### src/rtl/baud_div_pkg.sv
// Shared constants and helpers for the multi-byte baud divisor generator:
// register map offsets, byte-count derivation and divisor-width legality.
package baud_div_pkg;

  localparam int unsigned LS_OFFSET = 0;

  typedef enum logic [1:0] {
    SEL_NONE,
    SEL_BYTE,
    SEL_STATUS
  } rd_sel_e;

  function automatic int unsigned nbytes(input int unsigned div_width);
    return div_width / 8;
  endfunction

  // Status byte sits immediately above the MS divisor byte.
  function automatic int unsigned status_offset(input int unsigned div_width);
    return nbytes(div_width);
  endfunction

  function automatic bit div_width_ok(input int unsigned div_width);
    return (div_width >= 8) && (div_width <= 32) && (div_width % 8 == 0);
  endfunction

endpackage

### src/rtl/baud_tick_counter.sv
// Live divisor, down-counter and registered baud_tick strobe. A commit
// reloads divisor and count together so a new rate starts on a clean period.
module baud_tick_counter #(
  parameter int unsigned          DIV_WIDTH = 16,
  parameter logic [DIV_WIDTH-1:0] RESET_DIV = '0
) (
  input  logic                 m_clk,
  input  logic                 reset,
  input  logic                 commit,
  input  logic [DIV_WIDTH-1:0] commit_value,
  output logic [DIV_WIDTH-1:0] divisor,
  output logic                 baud_tick,
  output logic                 boundary
);

  localparam logic [DIV_WIDTH-1:0] ONE = DIV_WIDTH'(1);
  localparam logic [DIV_WIDTH-1:0] RESET_CNT = (RESET_DIV == '0) ? '0 : RESET_DIV - ONE;

  logic [DIV_WIDTH-1:0] div_q, div_d;
  logic [DIV_WIDTH-1:0] cnt_q, cnt_d;
  logic                 tick_q;
  logic                 tick;

  always_comb begin
    tick  = (div_q != '0) && (cnt_q == '0);
    div_d = div_q;
    cnt_d = cnt_q;
    if (commit) begin
      div_d = commit_value;
      cnt_d = (commit_value == '0) ? '0 : commit_value - ONE;
    end else if (tick) begin
      cnt_d = div_q - ONE;
    end else if (div_q != '0) begin
      cnt_d = cnt_q - ONE;
    end
  end

  always_ff @(posedge m_clk) begin
    if (reset) begin
      div_q  <= RESET_DIV;
      cnt_q  <= RESET_CNT;
      tick_q <= 1'b0;
    end else begin
      div_q  <= div_d;
      cnt_q  <= cnt_d;
      tick_q <= tick;
    end
  end

  // A disabled generator is always at a boundary; otherwise only at count zero.
  assign boundary  = (div_q == '0) || (cnt_q == '0);
  assign divisor   = div_q;
  assign baud_tick = tick_q;

endmodule

### src/rtl/baud_divisor_gen.sv
// Register-bus front end: bytewise shadow divisor, pending flag, readback and
// atomic commit of the shadow into the tick counter at a period boundary.
module baud_divisor_gen
  import baud_div_pkg::*;
#(
  parameter int unsigned           DIV_WIDTH  = 16,
  parameter int unsigned           ADDR_WIDTH = 16,
  parameter logic [ADDR_WIDTH-1:0] BASE_ADDR  = 16'h0030,
  parameter logic [DIV_WIDTH-1:0]  RESET_DIV  = '0
) (
  input  logic                  m_clk,
  input  logic                  reset,
  input  logic [ADDR_WIDTH-1:0] address,
  input  logic [7:0]            data_in,
  input  logic                  wr_en,
  input  logic                  rd_en,
  output logic [7:0]            rd_data,
  output logic [DIV_WIDTH-1:0]  divisor,
  output logic                  baud_tick,
  output logic                  update_pending
);

  localparam int unsigned NBYTES = nbytes(DIV_WIDTH);
  localparam logic [ADDR_WIDTH-1:0] STATUS_ADDR =
    BASE_ADDR + ADDR_WIDTH'(status_offset(DIV_WIDTH));

  if (!div_width_ok(DIV_WIDTH)) begin : g_bad_width
    $error("baud_divisor_gen: DIV_WIDTH must be a multiple of 8 in 8..32");
  end

  logic [NBYTES-1:0][7:0] shadow_q, shadow_d;
  logic                   pending_q, pending_d;
  logic [7:0]             rd_data_q, rd_data_d;
  logic [NBYTES-1:0]      byte_hit;
  logic                   status_hit;
  logic                   boundary;
  logic                   commit;
  rd_sel_e                rd_sel;
  logic [7:0]             rd_byte;

  always_comb begin
    byte_hit = '0;
    for (int k = 0; k < NBYTES; k++) begin
      byte_hit[k] = (address == BASE_ADDR + ADDR_WIDTH'(LS_OFFSET + k));
    end
    status_hit = (address == STATUS_ADDR);
  end

  assign commit = pending_q && boundary;

  // An MS-byte write coinciding with a commit re-arms pending for the next boundary.
  always_comb begin
    shadow_d  = shadow_q;
    pending_d = pending_q;
    if (commit) pending_d = 1'b0;
    if (wr_en) begin
      for (int k = 0; k < NBYTES; k++) begin
        if (byte_hit[k]) shadow_d[k] = data_in;
      end
      if (byte_hit[NBYTES-1]) pending_d = 1'b1;
    end
  end

  always_comb begin
    rd_sel  = SEL_NONE;
    rd_byte = '0;
    for (int k = 0; k < NBYTES; k++) begin
      if (byte_hit[k]) begin
        rd_sel  = SEL_BYTE;
        rd_byte = shadow_q[k];
      end
    end
    if (status_hit) rd_sel = SEL_STATUS;
    rd_data_d = '0;
    if (rd_en) begin
      case (rd_sel)
        SEL_BYTE:   rd_data_d = rd_byte;
        SEL_STATUS: rd_data_d = {7'b0, pending_q};
        default:    rd_data_d = '0;
      endcase
    end
  end

  always_ff @(posedge m_clk) begin
    if (reset) begin
      shadow_q  <= RESET_DIV;
      pending_q <= 1'b0;
      rd_data_q <= '0;
    end else begin
      shadow_q  <= shadow_d;
      pending_q <= pending_d;
      rd_data_q <= rd_data_d;
    end
  end

  baud_tick_counter #(
    .DIV_WIDTH (DIV_WIDTH),
    .RESET_DIV (RESET_DIV)
  ) u_counter (
    .m_clk        (m_clk),
    .reset        (reset),
    .commit       (commit),
    .commit_value (shadow_q),
    .divisor      (divisor),
    .baud_tick    (baud_tick),
    .boundary     (boundary)
  );

  assign rd_data        = rd_data_q;
  assign update_pending = pending_q;

endmodule

### config.mk
export PLATFORM = sky130hd
export DESIGN_NAME = baud_divisor_gen
export DESIGN_NICKNAME = d
export VERILOG_FILES = /design/src/rtl/baud_div_pkg.sv /design/src/rtl/baud_tick_counter.sv /design/src/rtl/baud_divisor_gen.sv
export SDC_FILE = /design/constraint.sdc
export NUM_CORES = 1
export LEC_CHECK = 0
export ABC_AREA = 1
export CORE_UTILIZATION = 55
export CTS_BUF_LIST = sky130_fd_sc_hd__clkbuf_8
export CTS_CLUSTER_SIZE = 10
export DETAILED_ROUTE_END_ITERATION = 8
export PLACE_DENSITY_LB_ADDON = 0.08
export SLEW_MARGIN = 25
export SYNTH_ARGS = -nofsm -noshare
export SYNTH_HDL_FRONTEND = slang
export SYNTH_SLANG_ARGS = --single-unit
### constraint.sdc
create_clock -name m_clk -period 2.4 [get_ports m_clk]
set_clock_uncertainty 0.15 [all_clocks]
set_input_delay 0.36 -clock m_clk [delete_from_list [all_inputs] [get_ports m_clk]]
set_output_delay 0.36 -clock m_clk [all_outputs]
set_load 0.01 [all_outputs]
* Word level (Yosys, flattened, before mapping) *
Cells that the tools add are included.

word-level totals
  output and inout bits = 26
  input bits = 28
  word-level logic and storage cells = 40
  flip-flop bits (word level) = 58

operators by class
  equality and inequality tests = 5
  mux-type cells = 13
  reductions and logical operators = 11
  $add $sub $neg = 3
  bitwise logic cells = 1

operators with widths
  operator                 number
  $mux W16                 4
  $eq A16 B6 Y1 const B    3
  $logic_not A16 Y1        3
  $sub A16 B1 Y16 const B  3
  $mux W8                  2
  $pmux W8 S2              1
  $reduce_bool A16 Y1      1
  $mux W1                  4
  $mux W2                  2
  $reduce_and A2 Y1        2
  $reduce_bool A3 Y1       1
  $eq A2 B1 Y1 const B     1
  $eq A2 B2 Y1 const B     1
  $logic_and A1 B1 Y1      2
  $reduce_or A2 Y1         1
  $logic_or A1 B1 Y1       1
  $not A1 Y1               1

* Depth between registers and ports, before layout *
  word-level depth = 6
  depth in mapped cells = 18
  gate-level depth less buffers = 18

* Hierarchy *
Synthesis repeated with hierarchy kept, for this count alone.

unflattened totals
  cells, all modules = 557
  area total of the unflattened synthesis = 3623.5 um^2

modules (own cells, without submodules)
  module             cells an instance  times used  area each (um^2)  seq. area each (um^2)
  baud_tick_counter  366                1           2364.8            660.6
  baud_divisor_gen   191                1           1258.7            500.5

* Worst setup path before layout *
Ideal clock, no wire load.

  kind = register -> register
  from = register u_counter.cnt_q[5]
  to = register u_counter.cnt_q[10]
  path buffers = 1
  period minus slack after synthesis = 2187 ps
  arrival = 1918 ps
  slack = 213 ps
  setup time = 119 ps
  required time = 2131 ps
  cell stages (with the launch flop) = 19
  cell sequence = dfxtp_1 -> inv_1 -> nand2_1 -> nor2_1 -> nand2_1 -> nor2_4 -> buf_6 -> nand3_1 -> nand2_1 -> ha_1 -> inv_1 -> nor2_1 -> nand2_1 -> nor2_4 -> nand2_1 -> nand2_1 -> nand2_1 -> nand2_1 -> a21oi_1

between the ends
  cells in the longest elaborated chain, start to end = 4
  elaborated cells between the ends (all ways) = 9
  those cells by class = add/sub (1); mux (3); reduce/logical (5)

RTL lines
  item                                                  line                                                                       RTL
  start, declared                                       baud_tick_counter.sv:20                                                    logic [DIV_WIDTH-1:0] cnt_q, cnt_d;
  start signal, assigned                                baud_tick_counter.sv:45                                                    cnt_q <= cnt_d;
  $sub A16 B1 Y16 or $logic_not A16 Y1 (tied branches)  baud_tick_counter.sv:34, baud_tick_counter.sv:25, baud_tick_counter.sv:51
  $mux W16 (tied with other cells)                      baud_tick_counter.sv:33                                                    end else if (div_q != '0) begin
  $mux W16 or $logic_and A1 B1 Y1 (tied branches)       baud_tick_counter.sv:31, baud_divisor_gen.sv:49
  $mux W16 or $reduce_bool A3 Y1 (tied branches)        --

Several ways; a longest one is shown, not always the timed one. The select of a mux whose other input is x is not followed.
A chain may end at the register's enable or synchronous reset.

* Worst setup path in the final report *
  from = register u_counter.div_q[6], in the netlist u_counter.divisor[6]
  to = register u_counter.cnt_q[10]

between the ends
  cells in the longest elaborated chain, start to end = 4
  elaborated cells between the ends (all ways) = 9
  those cells by class = add/sub (1); mux (2); reduce/logical (6)

RTL lines
  item                                                     line                     RTL
  start, declared                                          baud_tick_counter.sv:19  logic [DIV_WIDTH-1:0] div_q, div_d;
  start signal, assigned                                   baud_tick_counter.sv:44  div_q <= div_d;
  branches (longest 4 deep; another with $sub A16 B1 Y16)  --

Several ways; the timed one is not identified.

==> out/qor.csv <==
stage,metric,value,unit
outcome,run status,finished clean,
critical_path,"most used cell, CP",nand2_1,
final_layout,final core occ,76.05,%
global_route,total track usage,32.37,%
yosys,sequential fraction of the synthesis area,35.12,%
clock_network,TritonCTS clock tree,yes,
power_and_ir_drop,Peak supply drop,0.0003938,V
clock_network,number of setup buffers added after CTS,0,
clock_network,cts bufs inserted,9,
routing,WL final,9496,um
routing,routed vias,3540,
global_route,vias in the first global route,3319,
critical_path,CP Data Required Time,2.51,ns
clock_network,Root Driver,clkbuf_8,
sta,fmax,0.4388,GHz
critical_path,Worst path slowest cell,dfxtp_1,
die,die area,6324,um2
clock_network,clock slew at reported path FFs,0.07,ns
routing,DRC violation count after routing,0,
final_layout,"commonest non-fill, non-tap cell in the layout",nand2_1,
sta,hold_ws,0.3546,ns
min_path,Hold WC Path Type,reg -> reg,
clock_network,Clock Sinks,58,
sta,Worst-Margin Slew,0.6124,ns
sta,Final min period,2.279,ns
global_route,initial antenna violation count,0,
sta,fin. max-slew vios,0,
global_route,global-route wire length before repair,15680,um
yosys,Post-Syn Area per Cell,6.802,um2
die,die width,79.53,um
yosys,Post-Synthesis Net Count,516,
final_layout,highest-count cells in the layout ignoring fill and taps,"nand2_1, dfxtp_1, clkdlybuf4s50_1, nor2_1, a21oi_1",
critical_path,CP Cell Sequence,nor2_2 > nand2_1 > nor2_2 > nand2_2 > buf_4 > nand3_1 > nand2_1 > ha_1 > inv_1 > nor2_4 > nand2_1 > nor2_4 > nand3_1 > nand2_1 > nand2_1 > a21oi_1,
critical_path,worst reg2reg setup slack,0.12,ns
job,max cap viols,0,
die,Starting Density,58.59,%
final_layout,final std cells w/o fill,634,
critical_path,Setup crit start kind,register,
clock_network,CTS Hold Bufs,0,
power_and_ir_drop,pwr dens,456.3,nW/um2
global_route,GRT Residual Overflow,0,
final_layout,Area Overhead vs Synth,29.79,%
placement,placed cell count,618,
critical_path,Worst setup EP type,register,
final_layout,antenna cells,0,
die,row count,27,
yosys,#FFs+latches synth,58,
sta,Slew headroom,59.13,%
placement,IO Port Bufs,53,
die,num ports,54,
critical_path,Max stage delay on crit path,0.42,ns
final_layout,layout cell share with drive strength beyond 1,16.90,%
critical_path,"critical path fanouts, max",6,
yosys,Netlist cell types,34,
critical_path,critical path type,reg -> reg,
routing,drt pass-1 iters,5,
routing,Via density,5.584,
yosys,synthesized instance count,486,
placement,routability cong.,0.9393,
clock_network,clock buffer depth,2,
die,CORE AREA,5642,um2
clock_network,H-tree levels,3,
yosys,"Cell Area, Synth",3306,um2
placement,HPWL Detailed,7239,um
power_and_ir_drop,leakage,1.970,nW
critical_path,crit path DAT,2.39,ns
sta,setup_tns,0,ns
routing,DRT iter0 DRCs,260,
yosys,YS warnings,0,
final_layout,# nets final,587,
sta,Final Hold Vio Count,0,
global_route,pin count of the biggest net entering global routing,30,
routing,antenna-violating nets left,0,
sta,Final period util,94.96,%
die,Die Span Y,79.53,um
sta,# setup viols final,0,
routing,Avg WL per Cell,14.98,um
power_and_ir_drop,Overall Power,1.957,mW
clock_network,Clock Latency Late Sink,0.34,ns
## area by class of cell
type / count / area [um2]
clock buffers: 9 / 123.9
clock inverters: 7 / 78.83
fillers: 460 / 1351
inverters: 55 / 206.4
multi-input cells: 354 / 1891
flip-flops and latches: 58 / 1162
well taps: 72 / 90.09
repair buffers: 79 / 738.2
## flip-flops by register name, summed over array words and instances, names as in the netlist
register             flops
shadow_q                16
u_counter.cnt_q         16
u_counter.divisor       16
rd_data                  8
u_counter.baud_tick      1
update_pending           1
## cell usage after synthesis
master     count  area [um2]
dfxtp_1       58        1161
o22ai_1        1       6.260
a31oi_1        5       31.28
nor3_1         5       25.02
ha_1           2       25.02
o221a_2        1       11.26
nand2_2       16       100.1
nand3_2        4       40.04
inv_1         50       187.7
nand4_1        2       12.51
o21ai_1        1       5.000
nor2_1        55       206.5
a211oi_1       8       60.06
nor4_2         1       12.51
clkbuf_1      11       41.29
inv_2          5       18.77
xor2_1        16       140.1
buf_2          3       15.01
o21ai_0       49       245.2
a21oi_2        1       8.760
nand3b_1       2       15.01
nor2_2         7       43.79
buf_6          3       33.78
nor4_1         2       12.51
a21oi_1       50       250.2
a22oi_1        1       7.510
nor3_2         1       10.01
o2111ai_1      1       8.760
nand3_1       33       165.2
a32oi_1        2       17.52
o21ai_2        1       8.760
nor2_4         6       67.56
buf_1          2       7.510
nand2_1       81       304.0
## report_power, final
group	switching, mW	leakage [nW]	internal, mW
combinational	0.0311	1.41	0.0478
sequential	0.0000289	0.467	0.962
clock	0.431	0.0921	0.485
## through the flow
| step | setup WS (ns) | instance area, um2 |
|---|---|---|
| floorplan | 0.2126 | 3306 |
| global placement | 0.07792 | 4036 |
| detailed placement | 0.04983 | 4036 |
| CTS | 0.04550 | 4242 |
| global route | -0.02829 | 4290 |
| finish | 0.1209 | 4290 |
## final timing paths
kind	start	to	depth (start not counted)
max	u_counter.divisor[6]	u_counter.cnt_q[10]	16
min	shadow_q[15]	rd_data[7]	2
max reg2reg	u_counter.divisor[6]	u_counter.cnt_q[10]	16
min reg2reg	shadow_q[15]	rd_data[7]	2
## cell families (layout without fill, tap and decap cells)
logic type | after synthesis | in the layout | share of synthesized area, %
AOI/OAI and AO/OA | 121 | 121 | 19.99
xor gates and xnor gates | 16 | 16 | 4.239
adders and majority gates | 2 | 2 | 0.7569
buffers and inverters | 74 | 150 | 9.198
DFF | 58 | 58 | 35.12
and+or+nand+nor | 215 | 215 | 30.70
## metal layers
metal	GRT usage [%]	vias to the layer above	wire length [um]
met4	10.73	0	199
met3	7.086	22	524
li1	-	1742	-
met1	40.96	1640	4238
met5	0	-	0
met2	54.10	136	4533
## timing repair
action,in CTS,in global routing
hold endpoints to repair,0,0
setup endpoints to repair,1,15
gates resized for setup,1,13
pin swaps,0,3
## critical path: cells and delay by family (launching register included)
| family | cells | cell delay, ns |
|---|---|---|
| and+or+nand+nor | 12 | 1.07 |
| DFF | 1 | 0.42 |
| adders and majority gates | 1 | 0.17 |
| AOI/OAI and AO/OA | 1 | 0.14 |
| buffers and inverters | 2 | 0.23 |
Note: power is estimated with default switching activity, not from simulation.
